## src/rtl/score_display_if.sv

```systemverilog
// Bundles the scoring, key, pixel-position and colour/score signals of score_display.
// Master drives the inputs of the score display; slave is the score display itself.
interface score_display_if;
  logic       i_p1_scored;
  logic       i_p2_scored;
  logic [7:0] i_key_byte;
  logic       i_key_valid;
  logic [9:0] i_display_x_pos;
  logic [9:0] i_display_y_pos;
  logic [2:0] o_red;
  logic [2:0] o_green;
  logic [2:0] o_blue;
  logic [3:0] o_p1_score;
  logic [3:0] o_p2_score;
  logic       o_game_over;
  logic       o_winner;

  modport master (
    output i_p1_scored, i_p2_scored, i_key_byte, i_key_valid,
           i_display_x_pos, i_display_y_pos,
    input  o_red, o_green, o_blue, o_p1_score, o_p2_score, o_game_over, o_winner
  );

  modport slave (
    input  i_p1_scored, i_p2_scored, i_key_byte, i_key_valid,
           i_display_x_pos, i_display_y_pos,
    output o_red, o_green, o_blue, o_p1_score, o_p2_score, o_game_over, o_winner
  );
endinterface

```

## src/rtl/score_display.sv

```systemverilog
// Match scorekeeper: synchronises point inputs, runs PLAYING/GAME_OVER, and draws
// both scores as seven-segment digits with one registered pixel stage.
module score_display #(
  parameter int unsigned WIN_SCORE   = 9,
  parameter int unsigned P1_DIGIT_X  = 280,
  parameter int unsigned P2_DIGIT_X  = 340,
  parameter int unsigned DIGIT_Y     = 20,
  parameter int unsigned SEG_LEN     = 20,
  parameter int unsigned SEG_THICK   = 4,
  parameter int unsigned RESTART_KEY = 114
) (
  input  logic            i_CLK,
  input  logic            i_RST_N,
  score_display_if.slave  bus
);
  localparam int unsigned SW = 4;
  localparam int unsigned PW = 11;

  localparam logic [PW-1:0] C_Y   = PW'(DIGIT_Y);
  localparam logic [PW-1:0] C_W   = PW'(SEG_LEN);
  localparam logic [PW-1:0] C_T   = PW'(SEG_THICK);
  localparam logic [PW-1:0] C_TH  = PW'(SEG_THICK / 2);
  localparam logic [PW-1:0] C_X1  = PW'(P1_DIGIT_X);
  localparam logic [PW-1:0] C_X2  = PW'(P2_DIGIT_X);
  localparam logic [SW-1:0] C_WIN = SW'(WIN_SCORE);

  typedef enum logic {ST_PLAYING = 1'b0, ST_GAME_OVER = 1'b1} state_t;

  // Segment mask ordered {g,f,e,d,c,b,a}
  function automatic logic [6:0] seg_mask(input logic [SW-1:0] digit);
    case (digit)
      4'd0:    seg_mask = 7'b0111111;
      4'd1:    seg_mask = 7'b0000110;
      4'd2:    seg_mask = 7'b1011011;
      4'd3:    seg_mask = 7'b1001111;
      4'd4:    seg_mask = 7'b1100110;
      4'd5:    seg_mask = 7'b1101101;
      4'd6:    seg_mask = 7'b1111101;
      4'd7:    seg_mask = 7'b0000111;
      4'd8:    seg_mask = 7'b1111111;
      4'd9:    seg_mask = 7'b1101111;
      default: seg_mask = 7'b0000000;
    endcase
  endfunction

  function automatic logic seg_lit(input logic [PW-1:0] x, input logic [PW-1:0] y,
                                   input logic [PW-1:0] xl, input logic [SW-1:0] digit);
    logic [6:0]    m;
    logic [PW-1:0] xr, xrt, xlt, yt, ym, yb, ybt, ygt, ygb;
    logic          x_full, x_rt, x_lf, y_top, y_bot;
    m      = seg_mask(digit);
    xr     = xl + C_W;
    xrt    = xr - C_T;
    xlt    = xl + C_T;
    yt     = C_Y + C_T;
    ym     = C_Y + C_W;
    yb     = ym + C_W;
    ybt    = yb - C_T;
    ygt    = ym - C_TH;
    ygb    = ym + C_TH;
    x_full = (x >= xl)  && (x < xr);
    x_rt   = (x >= xrt) && (x < xr);
    x_lf   = (x >= xl)  && (x < xlt);
    y_top  = (y >= C_Y) && (y < ym);
    y_bot  = (y >= ym)  && (y < yb);
    seg_lit = (m[0] && x_full && (y >= C_Y) && (y < yt))
            | (m[1] && x_rt && y_top)
            | (m[2] && x_rt && y_bot)
            | (m[3] && x_full && (y >= ybt) && (y < yb))
            | (m[4] && x_lf && y_bot)
            | (m[5] && x_lf && y_top)
            | (m[6] && x_full && (y >= ygt) && (y < ygb));
  endfunction

  state_t        r_state, w_state_nxt;
  logic [SW-1:0] r_p1_score, r_p2_score, w_p1_nxt, w_p2_nxt;
  logic          r_winner, w_winner_nxt;
  logic [1:0]    r_p1_sync, r_p2_sync;
  logic          r_p1_prev, r_p2_prev;
  logic [2:0]    r_red, r_green, r_blue;
  logic          w_p1_pulse, w_p2_pulse, w_restart;
  logic          w_p1_lit, w_p2_lit, w_p1_green, w_p2_green, w_any_white;
  logic [PW-1:0] w_x, w_y;

  // 2-flop synchronisers followed by rising-edge detectors
  always_ff @(posedge i_CLK or negedge i_RST_N) begin
    if (!i_RST_N) begin
      r_p1_sync <= 2'b00;
      r_p2_sync <= 2'b00;
      r_p1_prev <= 1'b0;
      r_p2_prev <= 1'b0;
    end else begin
      r_p1_sync <= {r_p1_sync[0], bus.i_p1_scored};
      r_p2_sync <= {r_p2_sync[0], bus.i_p2_scored};
      r_p1_prev <= r_p1_sync[1];
      r_p2_prev <= r_p2_sync[1];
    end
  end

  assign w_p1_pulse = r_p1_sync[1] & ~r_p1_prev;
  assign w_p2_pulse = r_p2_sync[1] & ~r_p2_prev;
  assign w_restart  = bus.i_key_valid && (bus.i_key_byte == 8'(RESTART_KEY));

  always_ff @(posedge i_CLK or negedge i_RST_N) begin
    if (!i_RST_N) begin
      r_state    <= ST_PLAYING;
      r_p1_score <= '0;
      r_p2_score <= '0;
      r_winner   <= 1'b0;
    end else begin
      r_state    <= w_state_nxt;
      r_p1_score <= w_p1_nxt;
      r_p2_score <= w_p2_nxt;
      r_winner   <= w_winner_nxt;
    end
  end

  // Restart has priority over points; player 1 wins a simultaneous finish
  always_comb begin
    w_state_nxt  = r_state;
    w_p1_nxt     = r_p1_score;
    w_p2_nxt     = r_p2_score;
    w_winner_nxt = r_winner;
    if (w_restart) begin
      w_state_nxt  = ST_PLAYING;
      w_p1_nxt     = '0;
      w_p2_nxt     = '0;
      w_winner_nxt = 1'b0;
    end else if (r_state == ST_PLAYING) begin
      if (w_p1_pulse) w_p1_nxt = r_p1_score + SW'(1);
      if (w_p2_pulse) w_p2_nxt = r_p2_score + SW'(1);
      if (w_p1_pulse && (w_p1_nxt == C_WIN)) begin
        w_state_nxt  = ST_GAME_OVER;
        w_winner_nxt = 1'b0;
      end else if (w_p2_pulse && (w_p2_nxt == C_WIN)) begin
        w_state_nxt  = ST_GAME_OVER;
        w_winner_nxt = 1'b1;
      end
    end
  end

  assign w_x         = PW'(bus.i_display_x_pos);
  assign w_y         = PW'(bus.i_display_y_pos);
  assign w_p1_lit    = seg_lit(w_x, w_y, C_X1, r_p1_score);
  assign w_p2_lit    = seg_lit(w_x, w_y, C_X2, r_p2_score);
  assign w_p1_green  = (r_state == ST_GAME_OVER) && !r_winner;
  assign w_p2_green  = (r_state == ST_GAME_OVER) &&  r_winner;
  assign w_any_white = (w_p1_lit && !w_p1_green) || (w_p2_lit && !w_p2_green);

  always_ff @(posedge i_CLK or negedge i_RST_N) begin
    if (!i_RST_N) begin
      r_red   <= '0;
      r_green <= '0;
      r_blue  <= '0;
    end else begin
      r_red   <= {3{w_any_white}};
      r_green <= {3{w_p1_lit || w_p2_lit}};
      r_blue  <= {3{w_any_white}};
    end
  end

  assign bus.o_red       = r_red;
  assign bus.o_green     = r_green;
  assign bus.o_blue      = r_blue;
  assign bus.o_p1_score  = r_p1_score;
  assign bus.o_p2_score  = r_p2_score;
  assign bus.o_game_over = (r_state == ST_GAME_OVER);
  assign bus.o_winner    = r_winner;
endmodule

```

## src/flat_wrapper.sv

```systemverilog
// flat-port wrapper written by rule: the top's interface ports become plain ports
module score_display_flat 
#(
  parameter int unsigned WIN_SCORE   = 9,
  parameter int unsigned P1_DIGIT_X  = 280,
  parameter int unsigned P2_DIGIT_X  = 340,
  parameter int unsigned DIGIT_Y     = 20,
  parameter int unsigned SEG_LEN     = 20,
  parameter int unsigned SEG_THICK   = 4,
  parameter int unsigned RESTART_KEY = 114
)
  (i_CLK, i_RST_N, bus_i_p1_scored, bus_i_p2_scored, bus_i_key_byte, bus_i_key_valid, bus_i_display_x_pos, bus_i_display_y_pos, bus_o_red, bus_o_green, bus_o_blue, bus_o_p1_score, bus_o_p2_score, bus_o_game_over, bus_o_winner);
  score_display_if bus_i ();
  input  logic i_CLK;
  input  logic i_RST_N;
  input wire logic [$bits(bus_i.i_p1_scored)-1:0] bus_i_p1_scored;
  input wire logic [$bits(bus_i.i_p2_scored)-1:0] bus_i_p2_scored;
  input wire logic [$bits(bus_i.i_key_byte)-1:0] bus_i_key_byte;
  input wire logic [$bits(bus_i.i_key_valid)-1:0] bus_i_key_valid;
  input wire logic [$bits(bus_i.i_display_x_pos)-1:0] bus_i_display_x_pos;
  input wire logic [$bits(bus_i.i_display_y_pos)-1:0] bus_i_display_y_pos;
  output wire logic [$bits(bus_i.o_red)-1:0] bus_o_red;
  output wire logic [$bits(bus_i.o_green)-1:0] bus_o_green;
  output wire logic [$bits(bus_i.o_blue)-1:0] bus_o_blue;
  output wire logic [$bits(bus_i.o_p1_score)-1:0] bus_o_p1_score;
  output wire logic [$bits(bus_i.o_p2_score)-1:0] bus_o_p2_score;
  output wire logic [$bits(bus_i.o_game_over)-1:0] bus_o_game_over;
  output wire logic [$bits(bus_i.o_winner)-1:0] bus_o_winner;
  assign bus_i.i_p1_scored = bus_i_p1_scored;
  assign bus_i.i_p2_scored = bus_i_p2_scored;
  assign bus_i.i_key_byte = bus_i_key_byte;
  assign bus_i.i_key_valid = bus_i_key_valid;
  assign bus_i.i_display_x_pos = bus_i_display_x_pos;
  assign bus_i.i_display_y_pos = bus_i_display_y_pos;
  assign bus_o_red = bus_i.o_red;
  assign bus_o_green = bus_i.o_green;
  assign bus_o_blue = bus_i.o_blue;
  assign bus_o_p1_score = bus_i.o_p1_score;
  assign bus_o_p2_score = bus_i.o_p2_score;
  assign bus_o_game_over = bus_i.o_game_over;
  assign bus_o_winner = bus_i.o_winner;
  score_display #(.WIN_SCORE(WIN_SCORE), .P1_DIGIT_X(P1_DIGIT_X), .P2_DIGIT_X(P2_DIGIT_X), .DIGIT_Y(DIGIT_Y), .SEG_LEN(SEG_LEN), .SEG_THICK(SEG_THICK), .RESTART_KEY(RESTART_KEY)) u_core (.i_CLK(i_CLK), .i_RST_N(i_RST_N), .bus(bus_i));
endmodule
```

## config.mk

```make
export PLATFORM = sky130hd
export DESIGN_NAME = score_display_flat
export DESIGN_NICKNAME = d
export VERILOG_FILES = /design/src/rtl/score_display_if.sv /design/src/rtl/score_display.sv /design/src/flat_wrapper.sv
export SDC_FILE = /design/constraint.sdc
export NUM_CORES = 1
export LEC_CHECK = 0
export ABC_AREA = 1
export CAP_MARGIN = 20
export CORE_UTILIZATION = 40
export CTS_BUF_LIST = sky130_fd_sc_hd__clkbuf_8
export CTS_CLUSTER_SIZE = 40
export DETAILED_ROUTE_END_ITERATION = 6
export GPL_TIMING_DRIVEN = 0
export PLACE_DENSITY = 0.7
export SKIP_CTS_REPAIR_TIMING = 1
export SLEW_MARGIN = 20
export SYNTH_ARGS = -nofsm -noshare
export SYNTH_HDL_FRONTEND = slang
export SYNTH_SLANG_ARGS = --single-unit
```

## constraint.sdc

```tcl
create_clock -name i_CLK -period 1.9 [get_ports i_CLK]
set_input_delay 0.38 -clock i_CLK [delete_from_list [all_inputs] [get_ports i_CLK]]
set_output_delay 0.38 -clock i_CLK [all_outputs]
set_load 0.005 [all_outputs]
```

==> tab_implementation.tex <==
\begin{tabular}{lr}
\hline
Metric & Value \\
\hline
\multicolumn{2}{l}{\textbf{Layout}} \\
\quad Share of final-layout standard cells stronger than drive strength 1 & 13.96\% \\
\quad Layout net count & 351 \\
\quad Total non-filler cell area in the finished layout & 2281 um2 \\
\quad P\&R area growth vs syn & 35.84\% \\
\quad N\_diodes & 0 \\
\quad Final std cells w/o fill & 358 \\
\multicolumn{2}{l}{\textbf{Worst setup path}} \\
\quad Critical path buffers and inverters & 1 \\
\quad Delay of the slowest cell on the worst path & 0.44 ns \\
\quad Crit Path Category & register to register \\
\quad Kind of capture point of the worst setup path & register \\
\quad Worst reg2reg path depth & 8 \\
\quad Largest delay contributor family on the critical path & simple AND/OR/NAND/NOR gates \\
\quad Reg-to-Reg End & u\_core.bus.o\_winner \\
\quad Cells traversed along the worst timing path & inv\_1, ha\_1, nor3\_1, nand3\_1, o31ai\_4, nand2\_1, nand3\_1, nand2\_1 \\
\quad Setup slack, reg-to-reg & 0.21 ns \\
\quad Worst reg2reg path startpoint & u\_core.bus.o\_p1\_score[1] \\
\quad Critical Path Start Type & register \\
\quad Master of the slowest instance on the critical path & sky130\_fd\_sc\_hd\_\_dfrtp\_2 \\
\quad Worst EP required & 2.04 ns \\
\quad Largest fanout of any net on the critical path & 6 \\
\quad Arrival @ worst endpoint & 1.83 ns \\
\multicolumn{2}{l}{\textbf{Detailed routing}} \\
\quad Final wirelength & 3818 um \\
\quad Remaining design rule violation count & 0 \\
\quad Detailed router's first-iteration violation count & 86 \\
\quad Final antenna-violating net count & 0 \\
\quad Routed wirelength normalized by instance count & 10.66 um \\
\quad Via density & 4.821 \\
\quad Number of vias in the routed layout & 1,726 \\
\quad Pre-Repair DR Iteration Count & 4 \\
\multicolumn{2}{l}{\textbf{Synthesis}} \\
\quad Largest cells by area after synthesis & sky130\_fd\_sc\_hd\_\_dfrtp\_1, sky130\_fd\_sc\_hd\_\_nand2\_1, sky130\_fd\_sc\_hd\_\_inv\_1 \\
\quad Cell type with the largest total area after synthesis & sky130\_fd\_sc\_hd\_\_dfrtp\_1 \\
\quad Net Count, Synth & 298 \\
\quad Number of flip-flops and latches in the synthesized netlist & 18 \\
\quad Post-synthesis cell count & 256 \\
\quad Yosys top cell area share & 26.83\% \\
\quad Netlist cell types & 30 \\
\quad Post-synth ARST share & 100.0\% \\
\quad Post-synth EDFFs & 0 \\
\quad Leading cell type by number of instances after synthesis & sky130\_fd\_sc\_hd\_\_nand2\_1 \\
\quad Average cell area after synthesis & 6.559 um2 \\
\quad Sequential fraction of the synthesis area & 26.83\% \\
\quad Netlist area before placement & 1679 um2 \\
\quad Post-synth top cells & sky130\_fd\_sc\_hd\_\_nand2\_1, sky130\_fd\_sc\_hd\_\_inv\_1, sky130\_fd\_sc\_hd\_\_nor2\_1 \\
\quad Synth warnings & 0 \\
\quad Top\_reg\_cell synth & sky130\_fd\_sc\_hd\_\_dfrtp\_1 \\
\multicolumn{2}{l}{\textbf{Global route}} \\
\quad Global routing usage summed across all routing layers & 18.62\% \\
\quad Pin count of the biggest net entering global routing & 19 \\
\quad Number of global-route vias before repair & 1,526 \\
\quad Wire length of the first global-routing pass & 6465 um \\
\quad Number of antenna violations at the first check in global routing & 0 \\
\quad Sum of overflow across all layers after global routing & 0 \\
\multicolumn{2}{l}{\textbf{Pwr}} \\
\quad Largest voltage drop on the vdd net & 673.7 uV \\
\quad Leak pwr & 1.140 nW \\
\quad Cell area power density & 996.1 nW/um2 \\
\quad Post-layout power & 2.272 mW \\
\multicolumn{2}{l}{\textbf{Worst hold path}} \\
\quad HP Class & register to register \\
\quad Worst hold path startpoint & u\_core.r\_p2\_sync[0] \\
\quad Hold Crit Depth & 0 \\
\quad Hold Crit Endpoint & u\_core.r\_p2\_sync[1] \\
\multicolumn{2}{l}{\textbf{Timing}} \\
\quad Skew final & 0.002443 ns \\
\quad Tightest Pin Transition & 0.7929 ns \\
\quad Hold violation count in the final report & 0 \\
\quad Achievable frequency & 592.0 MHz \\
\quad \# setup viols final & 0 \\
\quad Final cycle utilization of the critical path & 88.90\% \\
\quad Post-Route Hold Slack & 0.3502 ns \\
\quad Relative slew margins & 46.97\% \\
\quad Setup repair after global routing missed its margin & false \\
\quad Minimum clock period after layout & 1.689 ns \\
\quad Slew Limit Fails & 0 \\
\multicolumn{2}{l}{\textbf{Placed design}} \\
\quad Buffers on Ports & 48 \\
\quad Global placement routability congestion & 0.8380 \\
\quad Half-perimeter wire length after detailed placement & 3191 um \\
\quad Number of cells in the design after placement & 354 \\
\quad Post-detailed-placement cell area & 2222 um2 \\
\multicolumn{2}{l}{\textbf{Die}} \\
\quad Number of I/O pins & 52 \\
\quad Starting Density & 41.68\% \\
\quad Die X-Extent & 66.79 um \\
\quad Standard cell core area & 4029 um2 \\
\quad Floorplan die area & 4461 um2 \\
\quad Number of placement rows & 23 \\
\quad Overall die height & 66.79 um \\
\multicolumn{2}{l}{\textbf{CTS}} \\
\quad Clock Latency Late Sink & 0.25 ns \\
\quad Sinks on Clock Net & 18 \\
\quad Number of H-tree levels & 1 \\
\quad Number of buffers added by the clock tree synthesis step & 3 \\
\quad Clock edge transition at the registers on the reported setup and hold paths & 0.07 ns \\
\quad Largest buffer count on any clock path & 2 \\
\quad Clock Root Buffer & sky130\_fd\_sc\_hd\_\_clkbuf\_8 \\
\quad TritonCTS clock tree & built \\
\multicolumn{2}{l}{\textbf{Run status}} \\
\quad Status & completed \\
\multicolumn{2}{l}{\textbf{Flow run}} \\
\quad Max cap viols & 0 \\
\hline
\end{tabular}
==> state kept, by name, indices dropped and copies added, names as in the netlist <==
| signal | count |
|---|---|
| u_core.r_p1_sync | 2 |
| u_core.r_p1_prev | 1 |
| u_core.bus.o_red | 1 |
| u_core.r_p2_prev | 1 |
| u_core.r_p2_sync | 2 |
| u_core.bus.o_p2_score | 4 |
| u_core.bus.o_green | 1 |
| u_core.bus.o_p1_score | 4 |
| u_core.bus.o_game_over | 1 |
| u_core.bus.o_winner | 1 |
==> placed cells by master (no fill, tap or decap), drive strengths merged, types with 7 or more instances in the layout <==
cell type      instances
nand4                 13
buf                    7
clkdlybuf4s50         48
nor2                  32
a21oi                 10
o21ai                 10
inv                   47
dfrtp                 18
nand3                 14
ha                     9
nand2                 74
==> worst reg2reg max path, cell delays in order, from the launching register on <==
cell and delay, ns:
sky130_fd_sc_hd__dfrtp_2 0.44, sky130_fd_sc_hd__inv_1 0.16, sky130_fd_sc_hd__ha_1 0.28, sky130_fd_sc_hd__nor3_1 0.19, sky130_fd_sc_hd__nand3_1 0.19, sky130_fd_sc_hd__o31ai_4 0.11
sky130_fd_sc_hd__nand2_1 0.07, sky130_fd_sc_hd__nand3_1 0.07, sky130_fd_sc_hd__nand2_1 0.07
==> power breakdown <==
part	switching (mW)	internal [mW]
Sequential	0.189	0.503
Combinational	0.694	0.579
Clock	0.124	0.184
==> through the flow <==
step | util, % | worst slack [ns] | TNS [ns]
after global routing | 56.61 | 0.01539 | 0
after detailed placement | 55.16 | -0.07189 | -0.1171
final | 56.61 | 0.2109 | 0
after CTS | 56.52 | 0.1379 | 0
after global placement | 55.16 | -0.07615 | -0.1277
after floorplan | - | 0.3563 | 0
==> cell type report <==
type / count / area [um2]
buffer: 7 / 52.55
clock buffer: 4 / 55.05
fill: 424 / 1748
inverter: 47 / 176.4
multi-input combinational: 184 / 999.7
sequential: 18 / 454.2
tap: 50 / 62.56
timing repair buffer: 48 / 480.5
==> worst max path at each step <==
stage	endpoint	from	cells after the start	slack, ns
detailed placement	u_core.bus.o_green[0]	bus_i_display_y_pos[8]	11	-0.07
floorplan	u_core.bus.o_winner	u_core.bus.o_p1_score[0]	8	0.36
finish	u_core.bus.o_winner	u_core.bus.o_p1_score[1]	8	0.21
global route	u_core.bus.o_winner	u_core.bus.o_p1_score[1]	8	0.02
CTS	u_core.bus.o_winner	u_core.bus.o_p1_score[0]	8	0.14
global placement	u_core.bus.o_green[0]	bus_i_display_y_pos[8]	11	-0.08
==> metal layers <==
layer / wire, um / track usage (%)
met5: 0 / 0
met4: 7 / 3.989
met3: 134 / 1.027
met2: 1774 / 31.69
met1: 1901 / 25.74
==> cells by family (layout without fill, tap and decap cells) <==
family,Yosys count,count (layout),share of synthesized area (%)
AO/OA/AOI/OAI,26,26,10.51
XOR/XNOR,4,4,2.534
adder cells (fa/ha/maj),9,9,6.707
buffers and inverters,54,106,13.64
flip-flops,18,18,26.83
multiplexers,1,1,0.6706
AND/OR/NAND/NOR,144,144,39.12
Note: power is estimated with default switching activity, not from simulation.
==> RTL change 1: new RTL, same flow settings <==
`P2_DIGIT_X` is set to 340 in 2 places; all go to 256.
--- a/src/rtl/score_display.sv
+++ b/src/rtl/score_display.sv
@@ -5,3 +5,3 @@
   parameter int unsigned P1_DIGIT_X  = 280,
-  parameter int unsigned P2_DIGIT_X  = 340,
+  parameter int unsigned P2_DIGIT_X  = 256,
   parameter int unsigned DIGIT_Y     = 20,
--- a/src/flat_wrapper.sv
+++ b/src/flat_wrapper.sv
@@ -5,3 +5,3 @@
   parameter int unsigned P1_DIGIT_X  = 280,
-  parameter int unsigned P2_DIGIT_X  = 340,
+  parameter int unsigned P2_DIGIT_X  = 256,
   parameter int unsigned DIGIT_Y     = 20,
Function: changed (Yosys sat finds a counterexample within 4 cycles, from zero or initial values and one cycle with i_RST_N low).
==> RTL change 1 against the original RTL <==
Synthesized area fell by 7.2%. Final area fell by 5.0%. Worst setup slack got worse by 76 ps. Via count fell by 6.5%. Sequential cell count did not move. Die area fell by 6.9%. Wire length fell by 9.3%. Power fell by 29%. Largest power group unchanged.
==> RTL change 1: results (changes against the original RTL) <==
Status
  • Status: finished clean (unchanged)

Global route
  • Number of global-route vias before repair: 1405 (was 1526)
  • Largest net degree at the start of global routing: 19 (unchanged)
  • First-pass GRT wire length: 5740 um (was 6465 um)
  • Initial antenna violation count: 0 (unchanged)
  • Tot GR Track Use: 17.33% (was 18.62%)
  • GRT Residual Overflow: 0 (unchanged)

Worst hold path
  • Worst Hold Class: reg -> reg (unchanged)

Routing
  • Initial DRC Count: 31 (was 86)
  • First-pass DRT Iterations: 4 (unchanged)
  • Via count: 1613 (was 1726)
  • Final wirelength: 3463 um (was 3818 um)
  • DRC Markers: 0 (unchanged)

Worst setup path
  • Crit-path max FO: 5 (was 6)
  • Reg-to-reg startpoint: u_core.bus.o_p1_score[1]$_DFFE_PN0P_ (unchanged)
  • Worst path max stage delay: 560 ps (was 440 ps)
  • Worst Setup SP: bus_i_display_y_pos[4] (was u_core.bus.o_p1_score[1]$_DFFE_PN0P_)
  • R2r worst-path depth: 12 (was 8)
  • Slowest-stage cell, CP: clkdlybuf4s50_1 (was dfrtp_2)
  • Critical path destination: u_core.bus.o_green[0]$_DFF_PN0_ (was u_core.bus.o_winner$_DFFE_PN0P_)
  • Flop2flop setup slack: 240 ps (was 210 ps)
  • Critical path arrival: 1900 ps (was 1830 ps)

Synth
  • Post-synthesis adder-cell area fraction: 7.223% (was 6.706%)
  • Cell count after synthesis: 228 (was 256)
  • XOR/XNOR share of the synthesized area: 2.247% (was 2.534%)
  • Syn. warnings: 0 (unchanged)
  • Cell variety after synth: 31 (was 30)
  • Seq/Total Area, Yosys: 28.89% (was 26.83%)
  • Synth top area cells: dfrtp_1 29%, nand2_1 11%, inv_1 7.5% (was dfrtp_1 27%, nand2_1 16%, inv_1 8.9%)
  • Mux contribution to synthesized area: 1.445% (was 0.6706%)
  • Compound-gate portion of the synthesized area: 11.32% (was 10.51%)
  • Syn nets: 270 (was 298)
  • Ys async rst share: 100.0% (unchanged)
  • Synth cell count leaders: 47 x nand2_1, 31 x inv_1, 28 x nor2_1 (was 72 x nand2_1, 40 x inv_1, 23 x nor2_1)

Placed design
  • Port Buffers: 48 (unchanged)
  • Gp weighted congestion: 0.8447 (was 0.8380)
  • Cell total after placement: 324 (was 354)
  • Dpl hpwl: 2797 um (was 3191 um)

STA
  • Clock skew: 4.336 ps (was 2.443 ps)
  • Slew HR: 47.49% (was 46.97%)

Pwr
  • Worst vdd ir: 0.0004613 V (was 0.0006737 V)
  • Leakage power: 1.050 nW (was 1.140 nW)

Clock network
  • Latest clock arrival within the worst-skew pair: ~260 ps
  • CTS max path bufs: 2 (unchanged)
  • Number of buffers created by CTS: 3 (unchanged)
  • Clock slew at reported path FFs: 70 ps (about the same)
  • CTS Root Cell: clkbuf_8 (unchanged)
  • # H-tree levels: 1 (unchanged)

Layout
  • Layout cell share with drive strength beyond 1: 14.64% (was 13.96%)
  • Post-Layout Cell Count: 328 (was 358)
  • Ant. Diodes: 0 (unchanged)
  • Filler cells: 370 (was 424)
## RTL change 1: where the power goes
part	total [mW]	internal (mW)	leakage [nW]	switching, mW
clock network	0.308	0.184	0.0288	0.124
logic	0.770	0.365	0.801	0.406
registers	0.542	0.455	0.220	0.0870
## RTL change 1: through the flow
stage	area (um^2)	hold slack (ps)	setup TNS [ps]	setup WS, ps
5_1_grt	2166	354.4	0	6.522
6_report	2166	348.8	0	135.2
3_3_place_gp	2100	336.7	-1889	-303.2
3_5_place_dp	2100	337.2	-2056	-325.5
4_1_cts	2155	352.6	-133.9	-71.01
2_1_floorplan	1559	84.41	0	339.7
## RTL change 1: cell families (layout without fill, tap and decap cells)
logic type               after synthesis  in the layout
XOR/XNOR                               4              4
AND/OR/NAND/NOR                      121            121
AO/OA/AOI/OAI                         29             29
flip-flops                            18             18
multiplexers                           2              2
buffers and inverters                 45             97
adder cells (fa/ha/maj)                9              9
## RTL change 1: worst min path at each step
stage | slack, ps | to | cells after the start | startpoint
3_3_place_gp | 340 | u_core.r_p2_sync[1]$_DFF_PN0_ | 0 | u_core.r_p2_sync[0]$_DFF_PN0_
3_5_place_dp | 340 | u_core.r_p2_sync[1]$_DFF_PN0_ | 0 | u_core.r_p2_sync[0]$_DFF_PN0_
5_1_grt | 350 | u_core.r_p2_sync[1]$_DFF_PN0_ | 0 | u_core.r_p2_sync[0]$_DFF_PN0_
4_1_cts | 350 | u_core.r_p2_sync[1]$_DFF_PN0_ | 0 | u_core.r_p2_sync[0]$_DFF_PN0_
2_1_floorplan | 80 | u_core.bus.o_game_over$_DFF_PN0_ | 0 | i_RST_N
6_report | 350 | u_core.r_p1_sync[1]$_DFF_PN0_ | 0 | u_core.r_p1_sync[0]$_DFF_PN0_
## RTL change 1: layout make-up
| cell class | instances | area (um^2) | share of cell area [%] |
|---|---|---|---|
| Inverter | 36 | 135.1 | 6.239 |
| Sequential cell | 18 | 455.4 | 21.03 |
| Timing Repair Buffer | 48 | 480.5 | 22.18 |
| Buffer | 9 | 62.56 | 2.889 |
| Tap cell | 48 | 60.06 | 2.773 |
| Multi-Input combinational cell | 165 | 917.1 | 42.35 |
| Clock buffer | 4 | 55.05 | 2.542 |
## RTL change 1: critical path: cells and delay by family
family          cells  cell delay, ps
compound gates      2             470
buf+inv             2             610
simple gates        4             430
## RTL change 1: layer usage
metal  track usage [%]  up-vias  wire [um]
met5                 0        -          0
met4             7.500        0         94
met3             2.289        9        175
met2             29.21       51       1556
met1             22.08      725       1636
li1                  -      828          -
==> RTL change 2: new RTL, config.mk and constraints unchanged <==
Made on the original files. Reset style: synchronous (`i_RST_N`), changed in 3 clocked blocks.
--- a/src/rtl/score_display.sv
+++ b/src/rtl/score_display.sv
@@ -85,3 +85,3 @@
   // 2-flop synchronisers followed by rising-edge detectors
-  always_ff @(posedge i_CLK or negedge i_RST_N) begin
+  always_ff @(posedge i_CLK) begin
     if (!i_RST_N) begin
@@ -103,3 +103,3 @@
 
-  always_ff @(posedge i_CLK or negedge i_RST_N) begin
+  always_ff @(posedge i_CLK) begin
     if (!i_RST_N) begin
@@ -149,3 +149,3 @@
 
-  always_ff @(posedge i_CLK or negedge i_RST_N) begin
+  always_ff @(posedge i_CLK) begin
     if (!i_RST_N) begin
Formal check against the unedited RTL: differs if i_RST_N is asserted again (counterexample within 4 cycles, from zero or initial values and one cycle with i_RST_N low); with i_RST_N held inactive, the same outputs for 10 cycles.
==> RTL change 2 against the original RTL <==
Synthesized area grew 21%. Sequential cell count grew 14. Non-clock buffer count grew 12. Final area grew 27%. Hold slack gained 43 ps. Wire length grew 18%. Highest routed layer unchanged. Sequential share of layout area grew 2.2 points. Die area grew 20%. Worst setup slack lost 140 ps.
Power is not compared: it rests on default switching activity, and its combinational part moved more than twofold at a synthesized area within 25%.
==> RTL change 2: results (changes against the original RTL) <==
Layout
  • Fin util: 60.42% (was 56.61%)
  • Non-clk buf share: 22.46% (was 23.37%)
  • Clock buffer cells: 6 (was 4)
  • Comb_multi_in: 214 (was 184)
  • Fin nets: 406 (was 351)
  • Register Area: 640.6 um^2 (was 454.2 um^2)
  • Clk tree area frac: 3.116% (was 2.414%)
  • Non-clk bufs: 67 (was 55)
  • Filler cells: 462 (was 424)

Synth
  • Compound-gate portion of the synthesized area: 8.205% (was 10.51%)
  • Seq/Total Area, Yosys: 31.59% (was 26.83%)
  • Ys async rst share: 0% (was 100.0%)
  • XOR/XNOR share of the synthesized area: 2.529% (was 2.534%)
  • Mux contribution to synthesized area: 0.5552% (was 0.6706%)
  • Post-synthesis adder-cell area fraction: 8.637% (was 6.706%)
  • Syn nets: 341 (was 298)
  • Cell count after synthesis: 294 (was 256)
  • Cell variety after synth: 34 (was 30)
  • Register bit total from synthesis: 32 (was 18)
  • Synth top area cells: dfxtp_1 32%, nand2_1 15%, ha_1 8.6% (was dfrtp_1 27%, nand2_1 16%, inv_1 8.9%)

Global route
  • Number of global-route vias before repair: 1660 (was 1526)
  • GR Util met1: 17.39% (was 25.74%)
  • Met2 Track Usage GR: 28.81% (was 31.69%)
  • First-pass GRT wire length: 6582 um (was 6465 um)
  • Largest net degree at the start of global routing: 10 (was 19)

Clock network
  • Latest clock arrival within the worst-skew pair: 280 ps (was 250 ps)
  • # H-tree levels: 2 (was 1)
  • Number of buffers created by CTS: 5 (was 3)

Placed design
  • Post-Place Setup Slack: -616.1 ps (was -71.89 ps)
  • Port Buffers: 47 (was 48)
  • Dpl hpwl: 3149 um (was 3191 um)
  • Post-DP Area: 2582 um^2 (was 2222 um^2)
  • Gp weighted congestion: 0.8667 (was 0.8380)

STA
  • Slew HR: 78.43% (was 46.97%)
  • Clock skew: 2.857 ps (was 2.443 ps)
  • Hold Slack: 393.3 ps (was 350.2 ps)

Routing
  • Drt wl/cell: 10.53 um (was 10.66 um)
  • Met1 WL: 1952 um (was 1901 um)
  • Drt via density: 4.651 (was 4.821)
  • Initial DRC Count: 45 (was 86)
  • Met2 routed WL: 2231 um (was 1774 um)
  • Routed wl met3: 240 um (was 134 um)

Worst setup path
  • Flop2flop setup slack: 70 ps (was 210 ps)
  • Critical path's top delay family: multiplexers (was simple AND/OR/NAND/NOR gates)
  • Critical path arrival: 2000 ps (was 1830 ps)
  • Crit-path max FO: 9 (was 6)
  • Worst path max stage delay: 350 ps (was 440 ps)

Worst hold path
  • Worst Hold Class: in -> reg (was reg -> reg)

Status
  • Status: finished clean (unchanged)
-- RTL change 2: cell types whose count changed in the layout (fill, tap and decap cells not counted), sizes merged, moves of 6 or more --
cell,delta
dfxtp,+32
nand2,+14
o21ai,+10
clkdlybuf4s50,-9
buf,+13
dfrtp,-18
dlymetal6s2s,+8
nand4,-6
nor2,+6
inv,-6
-- RTL change 2: path summary, 6_finish.rpt --
path / to / from / depth (start not counted)
hold / removal: u_core.r_p1_sync[0]$_SDFF_PN0_ / i_RST_N / 3
hold reg to reg: u_core.r_p2_sync[1]$_SDFF_PN0_ / u_core.r_p2_sync[0]$_SDFF_PN0_ / 2
setup / recovery: flop / u_core.bus.o_game_over$_SDFF_PP0_ / 8
setup reg to reg: flop / u_core.bus.o_game_over$_SDFF_PP0_ / 8
-- RTL change 2: where the power goes --
group / internal [mW] / switching [mW] / leakage [nW]
clock network: 0.284 / 0.230 / 0.0538
logic: 0.111 / 0.110 / 1.13
registers: 0.693 / 0.0110 / 0.261
